**src/rtl/cpu_pkg.sv**
```systemverilog
// Shared encodings for the 8-bit CPU control path: opcodes, ALU ops, B-mux selects, FSM states.
package cpu_pkg;

  localparam logic [6:0] OP_NOP    = 7'h00;
  localparam logic [6:0] OP_MOV_AB = 7'h01;
  localparam logic [6:0] OP_MOV_BA = 7'h02;
  localparam logic [6:0] OP_MOV_AL = 7'h03;
  localparam logic [6:0] OP_MOV_BL = 7'h04;
  localparam logic [6:0] OP_ADD_AB = 7'h05;
  localparam logic [6:0] OP_ADD_AL = 7'h06;
  localparam logic [6:0] OP_SUB_AB = 7'h07;
  localparam logic [6:0] OP_SUB_AL = 7'h08;
  localparam logic [6:0] OP_AND_AB = 7'h09;
  localparam logic [6:0] OP_OR_AB  = 7'h0A;
  localparam logic [6:0] OP_JMP    = 7'h0B;
  localparam logic [6:0] OP_HALT   = 7'h7F;

  localparam logic [2:0] ALU_ADD = 3'b000;
  localparam logic [2:0] ALU_SUB = 3'b001;
  localparam logic [2:0] ALU_AND = 3'b010;
  localparam logic [2:0] ALU_OR  = 3'b011;

  // 2'b11 is reserved and never driven
  localparam logic [1:0] SB_B    = 2'b00;
  localparam logic [1:0] SB_LIT  = 2'b01;
  localparam logic [1:0] SB_ZERO = 2'b10;

  typedef enum logic [1:0] {
    ST_FETCH  = 2'd0,
    ST_DECODE = 2'd1,
    ST_EXEC   = 2'd2,
    ST_HALT   = 2'd3
  } state_t;

endpackage

```
**src/rtl/control_decoder.sv**
```systemverilog
// Opcode decoder: pure combinational map from opcode to datapath controls and jump/halt flags.
// Unknown opcodes decode as NOP.
module control_decoder
  import cpu_pkg::*;
(
  input  logic [6:0] opcode,
  output logic       la,
  output logic       lb,
  output logic       sa,
  output logic [1:0] sb,
  output logic [2:0] alu_op,
  output logic       is_jmp,
  output logic       is_halt
);

  always_comb begin
    la      = 1'b0;
    lb      = 1'b0;
    sa      = 1'b0;
    sb      = SB_B;
    alu_op  = ALU_ADD;
    is_jmp  = 1'b0;
    is_halt = 1'b0;
    case (opcode)
      OP_MOV_AB: begin la = 1'b1; sa = 1'b1; end
      OP_MOV_BA: begin lb = 1'b1; sb = SB_ZERO; end
      OP_MOV_AL: begin la = 1'b1; sa = 1'b1; sb = SB_LIT; end
      OP_MOV_BL: begin lb = 1'b1; sa = 1'b1; sb = SB_LIT; end
      OP_ADD_AB: begin la = 1'b1; end
      OP_ADD_AL: begin la = 1'b1; sb = SB_LIT; end
      OP_SUB_AB: begin la = 1'b1; alu_op = ALU_SUB; end
      OP_SUB_AL: begin la = 1'b1; sb = SB_LIT; alu_op = ALU_SUB; end
      OP_AND_AB: begin la = 1'b1; alu_op = ALU_AND; end
      OP_OR_AB:  begin la = 1'b1; alu_op = ALU_OR; end
      OP_JMP:    is_jmp = 1'b1;
      OP_HALT:   is_halt = 1'b1;
      default:   ;
    endcase
  end

endmodule

```
**src/rtl/control_unit.sv**
```systemverilog
// Multi-cycle control unit: FETCH/DECODE/EXEC, 3 cycles per instruction, controls valid only in EXEC.
// en low freezes state/pc/ir and forces all controls to their idle defaults.
module control_unit
  import cpu_pkg::*;
#(
  parameter int AW = 8,
  parameter int IW = 15
) (
  input  logic          clk,
  input  logic          reset,
  input  logic          en,
  output logic [AW-1:0] rom_addr,
  input  logic [IW-1:0] rom_data,
  output logic [AW-1:0] pc,
  output logic          la,
  output logic          lb,
  output logic          sa,
  output logic [1:0]    sb,
  output logic [2:0]    alu_op,
  output logic [7:0]    literal,
  output logic          halted
);

  state_t        state;
  state_t        state_nxt;
  logic [IW-1:0] ir;
  logic [AW-1:0] pc_nxt;
  logic [AW-1:0] jmp_tgt;

  logic       d_la;
  logic       d_lb;
  logic       d_sa;
  logic [1:0] d_sb;
  logic [2:0] d_alu_op;
  logic       d_jmp;
  logic       d_halt;

  control_decoder u_dec (
    .opcode  (ir[IW-1:IW-7]),
    .la      (d_la),
    .lb      (d_lb),
    .sa      (d_sa),
    .sb      (d_sb),
    .alu_op  (d_alu_op),
    .is_jmp  (d_jmp),
    .is_halt (d_halt)
  );

  assign jmp_tgt  = AW'(ir[7:0]);
  assign rom_addr = pc;
  assign literal  = ir[7:0];
  assign halted   = (state == ST_HALT);

  always_ff @(posedge clk or posedge reset) begin
    if (reset) begin
      state <= ST_FETCH;
      pc    <= '0;
      ir    <= '0;
    end else if (en) begin
      state <= state_nxt;
      pc    <= pc_nxt;
      // ROM data for address pc arrives one cycle after FETCH
      if (state == ST_DECODE) ir <= rom_data;
    end
  end

  always_comb begin
    state_nxt = state;
    pc_nxt    = pc;
    case (state)
      ST_FETCH:  state_nxt = ST_DECODE;
      ST_DECODE: state_nxt = ST_EXEC;
      ST_EXEC: begin
        pc_nxt    = d_jmp ? jmp_tgt : pc + AW'(1);
        state_nxt = d_halt ? ST_HALT : ST_FETCH;
      end
      ST_HALT:   state_nxt = ST_HALT;
      default:   state_nxt = ST_FETCH;
    endcase
  end

  // Gating with en keeps a stalled EXEC from stretching a strobe
  always_comb begin
    la     = 1'b0;
    lb     = 1'b0;
    sa     = 1'b0;
    sb     = SB_B;
    alu_op = ALU_ADD;
    if (en && state == ST_EXEC) begin
      la     = d_la;
      lb     = d_lb;
      sa     = d_sa;
      sb     = d_sb;
      alu_op = d_alu_op;
    end
  end

endmodule

```
**config.mk**
```make
export PLATFORM = sky130hd
export DESIGN_NAME = control_unit
export DESIGN_NICKNAME = d
export VERILOG_FILES = /design/src/rtl/cpu_pkg.sv /design/src/rtl/control_decoder.sv /design/src/rtl/control_unit.sv
export SDC_FILE = /design/constraint.sdc
export NUM_CORES = 1
export LEC_CHECK = 0
export BUFFER_PORTS_ARGS = -buffer_cell sky130_fd_sc_hd__buf_2
export CAP_MARGIN = 20
export CORE_ASPECT_RATIO = 2
export CORE_UTILIZATION = 54
export DETAILED_ROUTE_END_ITERATION = 6
export PLACE_DENSITY = 0.85
export SLEW_MARGIN = 10
export SYNTH_ARGS = -nofsm -noshare
export SYNTH_HDL_FRONTEND = slang
export SYNTH_SLANG_ARGS = --single-unit
```
**constraint.sdc**
```tcl
create_clock -name clk -period 3.4 [get_ports clk]
set_clock_uncertainty 0.05 [all_clocks]
set_input_delay 0 -clock clk [delete_from_list [all_inputs] [get_ports clk]]
set_output_delay 0 -clock clk [all_outputs]
set_load 0.02 [all_outputs]
```
==> summary.txt, run 1 <==
Setup path
  • Slowest CP cell: nand4_1
  • Max incr delay on CP: 0.57 ns
  • Crit path capture type: flop
  • Worst Path Arrival: between 2 and 2.5 ns
  • Data required, critical path: 3.48 ns
  • Critical Path Fanout Max: 11
  • Crit Path Class: flop to flop
  • Critical path startpoint category: flop
  • Cell Chain, Critical Path: nor2b_4 > nand4_1 > mux2i_1 > a22oi_1

Synth
  • Most used flip-flop cell after synthesis: dfrtp_1
  • Net Count, Synth: between 150 and 200
  • Number of synthesis warnings: 0
  • Mapped Avg Cell Area: ~10 µm²
  • Synth Register Bits: 25
  • Yosys cell types: 40
  • Number of synthesized flops with an enable pin: 0
  • Gate Count Post-Synth: 150
  • Post-synth ARST share: 100%
  • Post-Syn Area: 0.00152 mm²
  • Seq/Total Area, Yosys: about 40%

Finish
  • Most frequent cells in the layout: buf_2, dfrtp_1, dlygate4sd3_1, mux2_2
  • Multi-input gate area: approximately 690 µm²
  • Fill cells: between 200 and 250
  • Final nets: approximately 220
  • Area grow syn2layout: 20.5%
  • Cell area after layout: 0.00184 mm²
  • Share of layout cells above drive strength 1: roughly two fifths
  • Antenna cells: 0
  • Commonest non-fill, non-tap cell in the layout: buf_2
  • Register area: 626 µm²

Clocking
  • Post-CTS Setup Inserts: 0
  • Hold buffers post-CTS: 17
  • Total CTS buffers: 3
  • # resized after CTS: 0
  • H-tree depth: 1
  • Clk sinks: 25
  • Root buffer cell: clkbuf_8
  • Clk slew on worst S/H paths: roughly 0.09 ns
  • Worst-skew pair later-pin latency: roughly 0.27 ns
  • TritonCTS clock tree: built
  • Bufs on Longest Clock Path: 2

Status
  • Outcome: finished, final reports clean

Timing
  • Final hold vios: 0
  • Fin Setup TNS: 0 ns
  • Final Setup Violations: 0
  • Worst rel slew slack: between 30% and 40%
  • FMAX: 502 MHz
  • RSZ-0062 raised after global routing: no
  • Period utilization: 58.6%
  • Slew @ Worst Pin: 0.942 ns
  • Fin crit period: ~2.0 ns
  • Final Max Slew Viols: 0

Global routing
  • GRT overflow: 0
  • Initial antenna violation count: 0
  • First-pass GRT wire length: about 5.9 mm
  • Largest net degree at the start of global routing: 26
  • Vias in the first global route: ~1300
  • All-Layer GR Usage: 26.8%

Die
  • Num ports: between 50 and 60
  • Core area: 0.00260 mm²
  • Initial Util: ~59%
  • Die Span X: around 40 µm
  • Rows: 26
  • Die ar.: 0.00305 mm²
  • Die Ht: just under 80 µm

Power
  • Pint: about 890 µW
  • Clock power share: 10.6%
  • Combinational share of power: 49.3%
  • VDD IR max: 0.606 mV
  • Power Density: ~900 mW/mm²
  • Sequential power share: 40.1%
  • Switching Share: 46.5%
  • Leak: ~0.00089 µW
  • Sw Pwr: 773 µW

Flow run
  • Max-Cap Viols: 0

Detailed routing
  • Via count: 1245
  • Routed WL per cell: 15.2 µm
  • Post-route antenna net violation count: 0
  • Vias/cell: ~5.6
  • 1st-pass router iterations: 4
  • Routed WL: 3.38 mm
  • DR iter-0 viols: 34
  • Post-route DRC: 0

Placed design
  • Placed inst area: around 0.0016 mm²
  • Gpl congestion: a little over 0.7
  • PortBufs: 49
  • DP Wirelength: between 2 and 2.5 mm

Min path
  • Hold Crit Class: primary input to asynchronous set/reset pin
## cell type report
| type | count | share of cell area (%) |
|---|---|---|
| multi-input cells | 94 | 37.7 |
| well taps | 28 | 1.91 |
| repair buffers | 66 | 22.6 |
| inverters | 6 | 1.23 |
| flip-flops and latches | 25 | 34.1 |
| clock buffers | 4 | 2.45 |
## state kept, by name, summed over array words and instances, names as in the netlist
signal	count
state	2
ir	15
pc	8
## power by group through the flow
stage | Combinational [µW] | Sequential, µW | Clock, µW
final | 819 | 666 | 177
after global routing | 892 | 702 | 192
after CTS | 822 | 661 | 178
after detailed placement | 802 | 668 | 0
after global placement | 769 | 652 | 0
after floorplan | 750 | 618 | 0
## stage by stage
stage               hold WS [ns]  worst slack [ns]  total power [µW]  instances  utilization, %
floorplan                -0.0227              1.71              1370        150               -
global placement           0.182              1.59              1420        202            62.3
detailed placement         0.186              1.44              1470        202            62.3
CTS                        0.446              1.43              1660        223            70.5
global route               0.446              1.26              1790        223            70.5
finish                     0.430              1.41              1660        223            70.5
## synthesized netlist by cell type (3+ instances only)
master	number	area, µm²
buf_2	5	25.0
dfrtp_1	25	626
nor2_1	11	41.3
a2bb2oi_1	3	26.3
mux2_2	16	180
nand2_1	11	41.3
o21ai_0	4	20.0
buf_4	18	135
a21oi_1	5	25.0
mux2i_1	7	70.1
inv_1	4	15.0
nor3_1	3	15.0
nand3_1	6	30.0
## path summary, 6_finish.rpt
| kind | start | endpoint | slack, ns | cells after the start |
|---|---|---|---|---|
| hold / removal | reset | ir[6] | 0.43 | 3 |
| setup / recovery | ir[11] | pc[2] | 1.41 | 4 |
| max in group asynchronous | reset | pc[1] | 2.30 | 3 |
| setup reg to reg | ir[11] | pc[2] | 1.41 | 4 |
| hold reg to reg | ir[3] | ir[3] | 0.49 | 1 |
| min in group clk | rom_data[3] | ir[3] | 0.44 | 3 |
## worst max-delay path, delay by kind of cell, from the launching register on
kind	cells	cell delay (ns)
multiplexers	1	0.35
flip-flops	1	0.51
AND/OR/NAND/NOR	2	0.82
AO/OA/AOI/OAI	1	0.13
## per-layer routing
metal  track usage [%]  share of wire, %
met3              4.05               3.0
met2              48.0                59
met5                 0                 0
met1              29.9                37
met4              7.93               1.1
## logic make-up (layout without fill, tap and decap cells)
family	after synthesis	after routing	share of synthesized area, %
buf+inv	31	76	13.5
other cells	1	1	0.246
fa+ha+maj	1	1	0.822
mux	23	23	16.4
compound gates	23	23	11.0
flops	25	25	41.1
simple gates	44	44	15.8
xor+xnor	2	2	1.15
Power figures use the tool's default switching activity.
==> run 2, diff against run 1 <==
Settings changed: CORE_UTILIZATION 54 to 50, PLACE_DENSITY 0.85 to 0.79.
Clock period 3.4 ns to 1.99 ns, I/O delays scaled along.
==> summary.txt, run 2 (synthesis gave the netlist of run 1 again) <==
Power
  • Power Density: between 1500 and 2000 mW/mm²
  • Total power: between 2000 and 3000 µW
  • Leak: between 0.0009 and 0.001 µW
  • VDD IR max: roughly 0.94 mV

Clocking
  • Bufs on Longest Clock Path: 2
  • Clk sinks: 25
  • H-tree depth: 1
  • Total CTS buffers: 3
  • Clk slew on worst S/H paths: approximately 0.09 ns
  • Root buffer cell: clkbuf_8
  • Worst-skew pair later-pin latency: approximately 0.28 ns
  • # resized after CTS: 0
  • TritonCTS clock tree: built

Finish
  • Biggest regs: ir x15, pc x8, state x2
  • Fill cells: 236
  • Largest Register: ir
  • Area grow syn2layout: 22.8%
  • Final std cells w/o fill: around 230
  • Most frequent cells in the layout: buf_2, dfrtp_1, dlygate4sd3_1, mux2_2
  • Commonest non-fill, non-tap cell in the layout: buf_2
  • Final nets: around 220
  • Share of layout cells above drive strength 1: a little over two fifths
  • Max reg flops: 15
  • Antenna cells: 0

Global routing
  • Largest net degree at the start of global routing: 26
  • GRT overflow: 0
  • Vias in the first global route: 1168
  • First-pass GRT wire length: 5.06 mm
  • Initial antenna violation count: 0
  • All-Layer GR Usage: roughly 22%

Detailed routing
  • DR iter-0 viols: 27
  • Vias/cell: between 5 and 6
  • Post-route antenna net violation count: 0
  • 1st-pass router iterations: 4
  • Via count: 1259
  • Routed WL: 3.15 mm
  • Post-route DRC: 0
  • Routed WL per cell: roughly 14 µm

Timing
  • Final Max Slew Viols: 0
  • RSZ-0062 raised after global routing: no
  • Fin crit period: between 1.5 and 2 ns
  • Final hold vios: 0
  • Fin Setup TNS: 0 ns
  • Hold Slack: 0.255 ns
  • Final Setup Violations: 0
  • FMAX: roughly 570 MHz
  • Worst Setup Slack, final: approximately 0.25 ns
  • Period utilization: 87.7%

Setup path
  • Critical path startpoint category: flop
  • Max incr delay on CP: around 0.56 ns
  • Worst Path Arrival: roughly 1.7 ns
  • Worst R2R Setup Slack: around 0.26 ns
  • Worst reg2reg path endpoint: pc[4]
  • Slowest CP cell: dfrtp_1
  • Register-to-Register Path Depth: 5
  • Cell Chain, Critical Path: nand2_1 > mux2_2 > a2bb2oi_1 > nor2_1 > buf_2
  • Critical path's top delay family: flip-flops
  • Data required, critical path: between 1.5 and 2 ns
  • Crit Path Class: flop to primary output
  • WP buf/inv: 1
  • FF-to-FF Start: ir[11]
  • Critical Path Fanout Max: 12
  • Crit path capture type: primary output

Die
  • Die Ht: approximately 80 µm
  • Num ports: 51
  • Initial Util: around 52%
  • Die ar.: 0.00328 mm²
  • Die Span X: 41.0 µm
  • Rows: 28
  • Core area: slightly below 0.003 mm²

Placed design
  • DP Wirelength: approximately 2.3 mm
  • Placed Instances: slightly above 200
  • PortBufs: 49
  • Gpl congestion: 0.707
  • Pre-CTS setup slack: 0.308 ns

Flow run
  • Max-Cap Viols: 0

Status
  • Outcome: finished, final reports clean

Min path
  • Hold Crit Class: primary input to asynchronous set/reset pin
run 2: cell count changes in the layout (fill, tap and decap cells not counted), sizes merged:
cell | previous run | this run
clkinv | 0 | 1
buf | 49 | 53
clkbuf | 4 | 3
run 2: layer usage:
metal / GRT usage [%] / share of wire (%) / routed length [µm]
met1: 24.5 / 39 / 1220
met2: 38.1 / 56 / 1770
met3: 1.95 / 2.8 / 88
met4: 9.00 / 1.9 / 61
met5: 0 / 0 / 0
run 2: tightest hold or removal path, delay by kind of cell:
family / cells / cell delay [ns]
buffers and inverters: 4 / 0.99
run 2: per-stage QoR:
| stage | instance area [µm²] | util [%] |
|---|---|---|
| after global routing | 1870 | 63.5 |
| after detailed placement | 1640 | 55.7 |
| final | 1870 | 63.5 |
| after CTS | 1850 | 63.0 |
| after global placement | 1640 | 55.7 |
| after floorplan | 1520 | - |
run 2: area by class of cell:
cell class                      count  area [µm²]  area share (%)
Multi-Input combinational cell     94         692            37.0
Timing Repair Buffer               70         445            23.8
Tap cell                           30        37.5            2.01
Clock inverter                      1        5.00           0.268
Inverter                            6        22.5            1.20
Sequential cell                    25         626            33.5
Clock buffer                        3        41.3            2.21
run 2: where the power goes:
part / switching, µW / leakage (µW) / internal [µW]
clock network: 165 / 0.0000255 / 140
registers: 373 / 0.000293 / 763
logic: 768 / 0.000591 / 623
run 2: how the worst max path moves through the flow:
stage,start,to,slack [ns],cells past startpoint
after floorplan,state[0],lb,0.30,4
after global placement,ir[11],pc[4],0.38,5
after detailed placement,ir[11],pc[7],0.31,5
final,ir[8],sb[0],0.25,5
after global routing,ir[11],pc[4],0.12,5
after CTS,state[0],lb,0.11,4
run 2: timing repair:
| item | CTS | global route |
|---|---|---|
| buffers inserted | 0 | 2 |
| hold buffers | 17 | 0 |
| endpoints found under the hold margin | 42 | 0 |
| endpoints found under the setup margin | 0 | 1 |
